<file path="config.mk">
export PLATFORM = sky130hd
export DESIGN_NAME = mem_copy_engine_flat
export DESIGN_NICKNAME = d
export VERILOG_FILES = /design/src/rtl/mem_copy_engine_pkg.sv /design/src/rtl/mem_copy_engine_if.sv /design/src/rtl/mem_copy_engine.sv /design/src/flat_wrapper.sv
export SDC_FILE = /design/constraint.sdc
export NUM_CORES = 1
export LEC_CHECK = 0
export ABC_AREA = 1
export BUFFER_PORTS_ARGS = -buffer_cell sky130_fd_sc_hd__buf_4
export CORE_ASPECT_RATIO = 0.9
export CORE_MARGIN = 3
export CORE_UTILIZATION = 45
export CTS_BUF_LIST = sky130_fd_sc_hd__clkbuf_16
export DETAILED_ROUTE_END_ITERATION = 10
export GPL_ROUTABILITY_DRIVEN = 1
export PLACE_DENSITY = 0.74
export SLEW_MARGIN = 20
export SYNTH_ARGS = -nofsm -noshare
export SYNTH_HDL_FRONTEND = slang
export SYNTH_SLANG_ARGS = --single-unit
</file>
<file path="constraint.sdc">
create_clock -name clk -period 4.76 [get_ports clk]
set_input_delay 0.476 -clock clk [delete_from_list [all_inputs] [get_ports clk]]
set_output_delay 0.476 -clock clk [all_outputs]
set_load 0.01 [all_outputs]
</file>
<file path="src/rtl/mem_copy_engine_pkg.sv">
// Shared types and default sizes for the memory copy engine.
// Build option: define MEMCPY_CHECKSUM_EN to enable the running checksum.
package memcpy_pkg;

    localparam int DATA_W = 16;
    localparam int ADDR_W = 8;
    localparam int DEPTH  = 64;

    typedef enum logic [1:0] {
        IDLE,
        RD,
        WR,
        DONE
    } state_t;

endpackage

</file>
<file path="src/rtl/mem_copy_engine_if.sv">
// Control handshake and data-memory port of the copy engine.
// master = the engine itself, slave = software/testbench plus memory.
interface mem_copy_engine_if #(
    parameter int ADDR_W = memcpy_pkg::ADDR_W,
    parameter int DATA_W = memcpy_pkg::DATA_W
) ();

    logic              start;
    logic [ADDR_W-1:0] src_addr;
    logic [ADDR_W-1:0] dst_addr;
    logic [ADDR_W-1:0] len;
    logic              busy;
    logic              done;
    logic              err;
    logic [DATA_W-1:0] checksum;
    logic [ADDR_W-1:0] mem_addr;
    logic [DATA_W-1:0] mem_wdata;
    logic              mem_w_en;
    logic [DATA_W-1:0] mem_rdata;

    modport master (
        input  start, src_addr, dst_addr, len, mem_rdata,
        output busy, done, err, checksum, mem_addr, mem_wdata, mem_w_en
    );

    modport slave (
        output start, src_addr, dst_addr, len, mem_rdata,
        input  busy, done, err, checksum, mem_addr, mem_wdata, mem_w_en
    );

endinterface

</file>
<file path="src/rtl/mem_copy_engine.sv">
// Simple DMA: forward word-by-word copy, one word every two cycles.
// Build option: MEMCPY_CHECKSUM_EN adds a mod-2^DATA_W sum of copied words.
module mem_copy_engine
    import memcpy_pkg::*;
#(
    parameter int DATA_W = memcpy_pkg::DATA_W,
    parameter int ADDR_W = memcpy_pkg::ADDR_W,
    parameter int DEPTH  = memcpy_pkg::DEPTH
) (
    input logic              clk,
    input logic              rst,
    mem_copy_engine_if.master bus
);

    localparam logic [ADDR_W:0] LIMIT = (ADDR_W+1)'(DEPTH);

    state_t            state_q;
    logic [ADDR_W-1:0] src_q;
    logic [ADDR_W-1:0] dst_q;
    logic [ADDR_W-1:0] len_q;
    logic [ADDR_W-1:0] idx_q;
    logic [DATA_W-1:0] data_q;
    logic [ADDR_W-1:0] addr_q;
    logic              wen_q;
    logic              busy_q;
    logic              done_q;
    logic              err_q;
`ifdef MEMCPY_CHECKSUM_EN
    logic [DATA_W-1:0] cks_q;
`endif

    logic [ADDR_W:0] src_end;
    logic [ADDR_W:0] dst_end;
    logic            range_bad;
    logic            last_word;

    // End addresses one bit wider so src+len never wraps past DEPTH.
    assign src_end   = {1'b0, bus.src_addr} + {1'b0, bus.len};
    assign dst_end   = {1'b0, bus.dst_addr} + {1'b0, bus.len};
    assign range_bad = (src_end > LIMIT) || (dst_end > LIMIT);
    assign last_word = (ADDR_W'(idx_q + ADDR_W'(1)) == len_q);

    // Copy FSM; every bus output comes straight from a register.
    always_ff @(posedge clk or posedge rst) begin
        if (rst) begin
            state_q <= IDLE;
            src_q   <= '0;
            dst_q   <= '0;
            len_q   <= '0;
            idx_q   <= '0;
            data_q  <= '0;
            addr_q  <= '0;
            wen_q   <= 1'b0;
            busy_q  <= 1'b0;
            done_q  <= 1'b0;
            err_q   <= 1'b0;
`ifdef MEMCPY_CHECKSUM_EN
            cks_q   <= '0;
`endif
        end else begin
            done_q <= 1'b0;
            unique case (state_q)
                IDLE: begin
                    if (bus.start) begin
                        src_q <= bus.src_addr;
                        dst_q <= bus.dst_addr;
                        len_q <= bus.len;
                        idx_q <= '0;
                        err_q <= 1'b0;
`ifdef MEMCPY_CHECKSUM_EN
                        cks_q <= '0;
`endif
                        if (range_bad) begin
                            err_q   <= 1'b1;
                            done_q  <= 1'b1;
                            state_q <= DONE;
                        end else if (bus.len == '0) begin
                            done_q  <= 1'b1;
                            state_q <= DONE;
                        end else begin
                            busy_q  <= 1'b1;
                            addr_q  <= bus.src_addr;
                            state_q <= RD;
                        end
                    end
                end
                RD: begin
                    data_q  <= bus.mem_rdata;
                    addr_q  <= dst_q + idx_q;
                    wen_q   <= 1'b1;
`ifdef MEMCPY_CHECKSUM_EN
                    cks_q   <= cks_q + bus.mem_rdata;
`endif
                    state_q <= WR;
                end
                WR: begin
                    idx_q  <= idx_q + ADDR_W'(1);
                    wen_q  <= 1'b0;
                    data_q <= '0;
                    if (last_word) begin
                        busy_q  <= 1'b0;
                        done_q  <= 1'b1;
                        addr_q  <= '0;
                        state_q <= DONE;
                    end else begin
                        addr_q  <= src_q + idx_q + ADDR_W'(1);
                        state_q <= RD;
                    end
                end
                DONE: begin
                    state_q <= IDLE;
                end
            endcase
        end
    end

    assign bus.busy      = busy_q;
    assign bus.done      = done_q;
    assign bus.err       = err_q;
    assign bus.mem_addr  = addr_q;
    assign bus.mem_wdata = data_q;
    assign bus.mem_w_en  = wen_q;
`ifdef MEMCPY_CHECKSUM_EN
    assign bus.checksum  = cks_q;
`else
    assign bus.checksum  = '0;
`endif

endmodule

</file>
<file path="src/flat_wrapper.sv">
// flat-port wrapper written by rule: the top's interface ports become plain ports
module mem_copy_engine_flat import memcpy_pkg::*;
#(
    parameter int DATA_W = memcpy_pkg::DATA_W,
    parameter int ADDR_W = memcpy_pkg::ADDR_W,
    parameter int DEPTH  = memcpy_pkg::DEPTH
)
  (clk, rst, bus_start, bus_src_addr, bus_dst_addr, bus_len, bus_mem_rdata, bus_busy, bus_done, bus_err, bus_checksum, bus_mem_addr, bus_mem_wdata, bus_mem_w_en);
  mem_copy_engine_if #(.ADDR_W(ADDR_W), .DATA_W(DATA_W)) bus_i ();
  input logic clk;
  input logic rst;
  input wire logic [$bits(bus_i.start)-1:0] bus_start;
  input wire logic [$bits(bus_i.src_addr)-1:0] bus_src_addr;
  input wire logic [$bits(bus_i.dst_addr)-1:0] bus_dst_addr;
  input wire logic [$bits(bus_i.len)-1:0] bus_len;
  input wire logic [$bits(bus_i.mem_rdata)-1:0] bus_mem_rdata;
  output wire logic [$bits(bus_i.busy)-1:0] bus_busy;
  output wire logic [$bits(bus_i.done)-1:0] bus_done;
  output wire logic [$bits(bus_i.err)-1:0] bus_err;
  output wire logic [$bits(bus_i.checksum)-1:0] bus_checksum;
  output wire logic [$bits(bus_i.mem_addr)-1:0] bus_mem_addr;
  output wire logic [$bits(bus_i.mem_wdata)-1:0] bus_mem_wdata;
  output wire logic [$bits(bus_i.mem_w_en)-1:0] bus_mem_w_en;
  assign bus_i.start = bus_start;
  assign bus_i.src_addr = bus_src_addr;
  assign bus_i.dst_addr = bus_dst_addr;
  assign bus_i.len = bus_len;
  assign bus_i.mem_rdata = bus_mem_rdata;
  assign bus_busy = bus_i.busy;
  assign bus_done = bus_i.done;
  assign bus_err = bus_i.err;
  assign bus_checksum = bus_i.checksum;
  assign bus_mem_addr = bus_i.mem_addr;
  assign bus_mem_wdata = bus_i.mem_wdata;
  assign bus_mem_w_en = bus_i.mem_w_en;
  mem_copy_engine #(.DATA_W(DATA_W), .ADDR_W(ADDR_W), .DEPTH(DEPTH)) u_core (.clk(clk), .rst(rst), .bus(bus_i));
endmodule
</file>
Yosys cells after proc, flatten, opt, wreduce, memory -nomap -nowiden
Index checks and enable logic that the tools add are counted.
{ "word_totals": {"register_bits": 62, "out_inout_bits": 44, "word_cells": 62} }
{ "classes": {"n_addsub": 6, "magnitude_cmp": 2, "eq_ne": 8, "n_mux": 25, "n_reduce_logical": 10} }
{ "op_table": {"columns": ["op", "count"], "rows": [
  ["$mux W8", 5],
  ["$pmux W16 S2", 1],
  ["$pmux W8 S3", 1],
  ["$add A8 B8 Y9", 2],
  ["$gt A9 B7 Y1 const B", 2],
  ["$add A8 B1 Y8 const B", 2],
  ["$add A8 B8 Y8", 2],
  ["$pmux W8 S2", 1],
  ["$mux W1", 9],
  ["$eq A8 B8 Y1", 1],
  ["$logic_not A8 Y1", 1],
  ["$mux W2", 4],
  ["$pmux W2 S4", 1],
  ["$ne A2 B2 Y1 const B", 3],
  ["$pmux W1 S2", 3],
  ["$reduce_and A5 Y1", 1],
  ["$eq A2 B2 Y1 const B", 2],
  ["$reduce_and A2 Y1", 2],
  ["$reduce_and A4 Y1", 1],
  ["$reduce_bool A2 Y1", 2],
  ["$reduce_bool A3 Y1", 1],
  ["$eq A2 B1 Y1 const B", 1],
  ["$logic_not A2 Y1", 1],
  ["$ne A2 B1 Y1 const B", 1],
  ["$logic_or A1 B1 Y1", 1]
]} }

Logic depth before layout (Yosys ltp)
Gate-level depths: netlist (run 1).
{ "logic_depth": {"depth_word": 6, "ltp_mapped": 18, "depth_no_buf": 18} }

Worst setup path before layout (run 1)
OpenSTA, ideal clock, no wires.
{ "synth_path": {"path_kind": "input to register", "startpoint": "input bus_len[0]", "endpoint": "register u_core.addr_q[7], in the netlist u_core.bus.mem_addr[7]", "setup_time_ns": 0.118, "arrival_time_ns": 2.221, "setup_slack_ns": 2.421, "stages": 13, "path_buffers": 0, "path_cell_list": "ha_1 -> fa_1 -> or2_2 -> nor2_1 -> nand3_1 -> nor2_1 -> a21oi_1 -> nor2_1 -> nand2_1 -> nand2_1 -> nand2_2 -> nand2_1 -> nand2_1"} }
{ "synth_via": {"elab_chain_cells": 5, "word_cells_on_any_way": 9, "cone_classes": "add/sub: 2; order compare: 2; eq/ne: 2; reduce/logical: 3"} }
{ "synth_lines": {"columns": ["element", "line_no", "rtl"], "rows": [
  ["from (decl)", "flat_wrapper.sv:15", "input wire logic [$bits(bus_i.len)-1:0] bus_len;"],
  ["$add A8 B8 Y9 (on tied branches)", "mem_copy_engine.sv:38, mem_copy_engine.sv:39", null],
  ["$gt A9 B7 Y1", "mem_copy_engine.sv:40", "assign range_bad = (src_end > LIMIT) || (dst_end > LIMIT);"],
  ["$logic_or A1 B1 Y1", "mem_copy_engine.sv:40", null],
  ["$ne A2 B2 Y1 (no source line)", null, null],
  ["$reduce_and A4 Y1 (no source line) *", null, null],
  ["to (signal assigned)", "mem_copy_engine.sv:82", "addr_q <= bus.src_addr;"],
  ["to (signal assigned)", "mem_copy_engine.sv:89", "addr_q <= dst_q + idx_q;"],
  ["to (signal assigned)", "mem_copy_engine.sv:106", "addr_q <= src_q + idx_q + ADDR_W'(1);"],
  ["to (decl)", "mem_copy_engine.sv:23", "logic [ADDR_W-1:0] addr_q;"]
]} }
Mark *: on every way between the ends. The rest lies on a longest branch, timed or not.
A chain may end at the register's enable or synchronous reset.

Worst setup path in the final report (run 1)
{ "layout_path": {"startpoint": "register u_core.state_q[0]", "endpoint": "register u_core.busy_q, in the netlist u_core.bus.busy"} }
{ "layout_via": {"elab_chain_cells": 3, "word_cells_on_any_way": 9, "cone_classes": "eq/ne: 5; mux: 1; reduce/logical: 3"} }
{ "layout_lines": {"columns": ["element", "line_no", "rtl"], "rows": [
  ["from (decl)", "mem_copy_engine.sv:17", "state_t state_q;"],
  ["from (signal assigned)", "mem_copy_engine.sv:46", "state_q <= IDLE;"],
  ["from (signal assigned)", "mem_copy_engine.sv:76", "state_q <= DONE;"],
  ["from (signal assigned)", "mem_copy_engine.sv:79", "state_q <= DONE;"],
  ["$eq A2 B2 Y1 / $logic_not A2 Y1 (equally long branches)", "mem_copy_engine.sv:62", "unique case (state_q)"],
  ["$ne A2 B1 Y1 (no source line) (tied with other cells)", null, null],
  ["$reduce_and A5 Y1 (no source line)", null, null],
  ["to (signal assigned)", "mem_copy_engine.sv:54", "busy_q <= 1'b0;"],
  ["to (signal assigned)", "mem_copy_engine.sv:81", "busy_q <= 1'b1;"],
  ["to (signal assigned)", "mem_copy_engine.sv:101", "busy_q <= 1'b0;"],
  ["to (decl)", "mem_copy_engine.sv:25", "logic busy_q;"]
]} }
Parallel ways exist; a longest one is shown, timed or not.

==> metrics.txt, run 1 <==
Setup Skew 5.97 ps; total grt overflow 0; RSZ-0062 raised after global routing no; Slew Viols, Final 0; Area Growth Syn to Fin 19.7%; gr usage total 21.3%; Max FO, Critical Path 18; Hold Violations, Final 0; clk sinks 62; critical path endpoint u_core.bus.busy; pre-CTS setup slack 1980 ps; post-cts hold buffer count 0; global-route wire length before repair 19400 um; Achievable Freq 386 MHz; Final Net Count 802; crit path launch type flop; layout cells sized above 1 14.9%; final instance area 5480 um^2; total power 3.55 mW; commonest cells in the netlist nand2_1, inv_1, dfrtp_1, nand3_1, ha_1; Worst EP arrival 2810 ps; worst reg2reg path depth 9; switching power 1.60 mW; post-synth top area share 33.9%; P per Cell Area 648 nW/um^2; Max H-tree Level 3; Primary FF master, synth dfrtp_1; Final ANT Viol Nets 0; reg2reg setup slack 2170 ps; die footprint 11400 um^2; CTS tree built; Crit Path Class reg2reg; Skew-Pair Late Insertion Delay 330 ps; vias in the first global route 4085; std cell rows 34; # resized after CTS 0; post-placement cell count 834; EDFF count, synth 0; chip height 102 um; Starting DRT DRC Count 354; Buffers & Inverters on Critical Path 3; slowest stage cell, crit path ha_1; utilization after layout 56.0%; total of max-cap violations 0; diode count 0; die width 112 um; Hold WC Path Type in2reg; final worst setup slack 2170 ps; asr flop ratio synth 100%; Worst Setup SP u_core.state_q[0]; P_int 1.95 mW; Initial Utilization 46.8%; Max VDD drop 0.402 mV; leakage power 3.07 nW; Core Box Area 9780 um^2; DRC viols 0; vias per cell 5.16; status finished clean; WHS 357 ps; largest net degree at the start of global routing 63; Final period util 54.4%; Synth area leader dfrtp_1; Reg power frac 27.5%; R2R Path End u_core.bus.busy; delay-heaviest family, CP compound AO/OA/AOI/OAI gates; Yosys cell types 37; # port buffers 70; final non-filler cell total 850; Critical Path Stages 9; Area contributors post-synth dfrtp_1, nand2_1, ha_1, nand3_1, inv_1; Placement Cell Area 5160 um^2; Worst-path clk slew 50 ps; slowest stage delay, CP 570 ps; setup_tns 0 ps; Num CTS Buffers 9; min cycle time layout 2590 ps; post-DP HPWL 9370 um; switch share 45.0%; Setup crit end kind flop; drt wl/cell 14.5 um; Req. time, crit path 4980 ps; Max-slew headroom 40.8%; clock root buffer clkbuf_16; Crit Reg-Reg Startpoint u_core.state_q[0]; final setup fails 0; worst-path cell chain inv_1 -> ha_1 -> inv_2 -> o21ai_1 -> nand2_1 -> a21oi_4 -> nand3_1 -> nand2_1 -> inv_1; GPL Wtd Cong 0.900; Yosys warnings 0; overall via count from detail_route 4382; Ports 87; Synth Cell Area 4580 um^2; worst slew pin tran 888 ps; Post-Synthesis Cells 649; top-count cell post-synth nand2_1; Synth Register Bits 62; part of the power in the clock network 19.6%; first-pass detailed-route iteration total 5; Max Buffers Root-to-Sink 2; sequential share of the synthesized area 33.9%; Gate power share 52.9%; initial antenna violation count 0; routed wire length 12300 um; setup bufs post-CTS 0; Avg Inst Size Synth 7.05 um^2
==> worst min-delay path, cell delays in order <==
cell     delay (ps)
buf_4            90
nand2_1          50
nand2_1          40
==> kinds of logic (layout without fill, tap and decap cells) <==
family          Yosys count  count (layout)  synth area share [%]
buf+inv                 106             166                  10.0
compound gates           68              68                  8.29
flops                    62              62                  33.9
fa+ha+maj                40              40                  11.6
other cells               1              16                0.0820
simple gates            360             360                  33.8
xor+xnor                 12              12                  2.30
==> per-layer routing <==
| metal | GRT usage [%] | vias up | wire (um) |
|---|---|---|---|
| met2 | 36.3 | 138 | 5980 |
| met4 | 7.95 | 0 | 240 |
| met3 | 3.05 | 22 | 723 |
| li1 | - | 2181 | - |
| met1 | 27.8 | 2041 | 5350 |
| met5 | 0 | - | 0 |
==> layout make-up <==
type	count	area [um^2]
fill	929	4310
multi-input combinational	496	2620
sequential	62	1550
timing repair buffer	72	541
inverter	78	293
clock buffer	9	225
tap	126	158
clock inverter	7	88.8
==> layout by cell type (no fill, tap or decap), drive strengths merged <==
cell	count
a31oi	2
or2	3
nor3b	1
clkbuf	9
clkinv	5
a21o	4
nand3b	7
o21bai	1
o22ai	1
buf	72
clkinvlp	1
xnor2	3
ha	36
o21ai	27
nor4	1
nand3	59
conb	16
fa	4
dfrtp	62
xor2	9
a31o	1
nand2	240
a21oi	32
inv	77
nor2	37
nor3	2
nand4	10
bufinv	2
==> how the worst min path moves through the flow <==
stage | startpoint | slack, ps | depth (start not counted) | end
detailed placement | u_core.bus.err | 470 | 2 | u_core.bus.err
floorplan | u_core.dst_q[0] | 450 | 2 | u_core.dst_q[0]
global route | bus_dst_addr[5] | 360 | 3 | u_core.dst_q[5]
finish | bus_dst_addr[5] | 360 | 3 | u_core.dst_q[5]
global placement | u_core.bus.mem_wdata[8] | 470 | 2 | u_core.bus.mem_wdata[8]
CTS | bus_dst_addr[5] | 350 | 3 | u_core.dst_q[5]
==> power by group through the flow <==
stage	Sequential, mW	Clock (mW)	Combinational, mW
final	0.977	0.694	1.88
after global routing	1.00	0.726	2.11
after CTS	0.973	0.704	1.87
after detailed placement	0.980	0	1.86
after global placement	0.970	0	1.81
after floorplan	0.976	0	1.29
==> flip-flops by register name, indices dropped and copies added (netlist names) <==
register and cells:
u_core.src_q 8, u_core.bus.err 1, u_core.bus.done 1, u_core.len_q 8
u_core.bus.busy 1, u_core.bus.mem_w_en 1, u_core.bus.mem_addr 8, u_core.idx_q 8
u_core.bus.mem_wdata 16, u_core.state_q 2, u_core.dst_q 8
(Power assumes the default switching activity.)
==> run 2: changes to the inputs <==
==> constraint.sdc (replaced) <==
create_clock -name clk -period 2.4 [get_ports clk]
set_input_delay 0.24 -clock clk [delete_from_list [all_inputs] [get_ports clk]]
set_output_delay 0.24 -clock clk [all_outputs]
set_load 0.01 [all_outputs]
==> metrics.txt, run 2 (same netlist as run 1, synthesis figures left out) <==
status finished clean; max FFs per register 16 (unchanged); final non-filler cell total 860 (+1.2%); pre-CTS setup slack -98.0 ps (-2070 ps); clk sinks 62 (unchanged); layout cells sized above 1 16.2% (+1.3 points); DRC viols 0 (unchanged); first-pass detailed-route iteration total 5 (unchanged); die width 112 um (unchanged); post-placement cell count 843 (+1.1%); total of max-cap violations 0 (unchanged); CTS tree built; utilization after layout 57.0% (+1.0 points); min cycle time layout 2180 ps; vias per cell 5.13 (-0.53%); std cell rows 34 (unchanged); post-DP HPWL 9690 um (+3.4%); Achievable Freq 460 MHz; overall via count from detail_route 4410 (+0.64%); Num CTS Buffers 9 (unchanged); Max H-tree Level 3 (unchanged); crit path launch type input port; routed wire length 12200 um (-0.45%); part of the power in the clock network 19.6% (about the same); Starting DRT DRC Count 219 (-38%); GPL Wtd Cong 0.903 (+0.27%); switch share 45.0% (about the same); Final ANT Viol Nets 0 (unchanged); most frequent cells in the layout nand2_1, buf_4, inv_1; Skew-Pair Late Insertion Delay 330 ps (about the same); Max FO, Critical Path 7 (-11); Ports 87 (unchanged); Hold Violations, Final 0 (unchanged); slowest stage cell, crit path fa_1; total grt overflow 0 (unchanged); Max VDD drop 0.684 mV (+70%); Crit Path Class in2reg; drt wl/cell 14.2 um (-1.6%); Slew Viols, Final 0 (unchanged); Req. time, crit path 2660 ps (-2320 ps); clock root buffer clkbuf_16; worst-path cell chain buf_4 -> ha_1 -> fa_1 -> or2_2 -> nor2_1 -> nand3_1 -> nor2_1 -> a21oi_1 -> nor2_1 -> nand2_1 -> a21oi_2 -> nand2_1 -> nand2_1; final worst setup slack 224 ps (-1950 ps); P per Cell Area 1290 nW/um^2 (+99%); Gate power share 53.2% (+0.3 points); switching power 3.24 mW (+100%); vias in the first global route 4225 (+3.4%); leakage power 3.13 nW (+1.8%); Max-slew headroom 56.7% (+16 points); Hold WC Path Type in2reg; Setup Skew 7.49 ps (+1.52 ps); Max Buffers Root-to-Sink 2 (unchanged); most common cell after layout, fill and taps aside nand2_1; global-route wire length before repair 20200 um (+4.4%); WHS 117 ps (-240 ps); final setup fails 0 (unchanged); total power 7.20 mW (+100%); Worst-path clk slew 60 ps (about the same); # port buffers 70 (unchanged); initial antenna violation count 0 (unchanged); worst slew pin tran 650 ps (-238 ps); setup bufs post-CTS 0 (unchanged); Core Box Area 9780 um^2 (unchanged); Setup crit end kind flop; gr usage total 21.9% (+0.63 points); Final Net Count 812 (+1.2%); chip height 102 um (unchanged); Initial Utilization 46.8% (unchanged); Reg power frac 27.2% (-0.3 points); P_int 3.96 mW (+100%); die footprint 11400 um^2 (unchanged); Area Growth Syn to Fin 21.9%; Final period util 90.6%; diode count 0 (unchanged); largest net degree at the start of global routing 37 (-41%); RSZ-0062 raised after global routing no; Worst EP arrival 2440 ps (-370 ps); slowest stage delay, CP 420 ps (-150 ps)
-- run 2: path summary, 6_finish.rpt --
check                                   startpoint                 endpoint  slack (ps)  cells past startpoint
max in group asynchronous                      rst          u_core.idx_q[0]        1270                      4
setup / recovery                        bus_len[0]   u_core.bus.mem_addr[5]         220                     13
hold reg to reg            u_core.bus.mem_wdata[2]  u_core.bus.mem_wdata[2]         490                      2
setup reg to reg                   u_core.idx_q[1]          u_core.bus.busy         250                     12
min in group asynchronous                      rst  u_core.bus.mem_wdata[2]         530                      3
hold / removal                     bus_dst_addr[5]          u_core.dst_q[5]         120                      3
-- run 2: power by group through the flow --
| stage | Sequential, mW | Clock [mW] | Combinational [mW] |
|---|---|---|---|
| finish | 1.96 | 1.41 | 3.83 |
| floorplan | 1.94 | 0 | 2.56 |
| global placement | 1.95 | 0 | 3.69 |
| CTS | 1.96 | 1.42 | 3.83 |
| detailed placement | 1.96 | 0 | 3.81 |
| global route | 2.02 | 1.49 | 4.35 |
-- run 2: per-stage QoR --
stage / setup TNS (ps) / cell area [um^2]
6_report: 0 / 5580
5_1_grt: 0 / 5580
4_1_cts: 0 / 5580
3_5_place_dp: -693 / 5250
3_3_place_gp: -52.4 / 5250
2_1_floorplan: 0 / 4630
-- run 2: final cells by class --
cell class	count	area [um^2]
fillers	952	4210
multi-input cells	496	2620
flip-flops and latches	62	1550
repair buffers	82	631
inverters	78	293
clock buffers	9	225
well taps	126	158
clock inverters	7	97.6
-- run 2: metal layers --
layer  track usage (%)  share of wire (%)  wire length, um
met1              28.8                 44             5410
met2              38.5                 50             6060
met3              3.52                5.1              629
met4              4.90                1.1              133
met5                 0                  0                0
-- run 2: what timing repair did --
item,CTS,global route
hold buffers,1,0
setup endpoints to repair,0,1
hold endpoints to repair,9,0
resized for setup,0,1
-- run 2: worst max-delay path, delay by kind of cell --
kind	cells	cell delay, ps
fa+ha+maj	2	630
simple gates	8	1040
buf+inv	1	120
compound gates	2	410
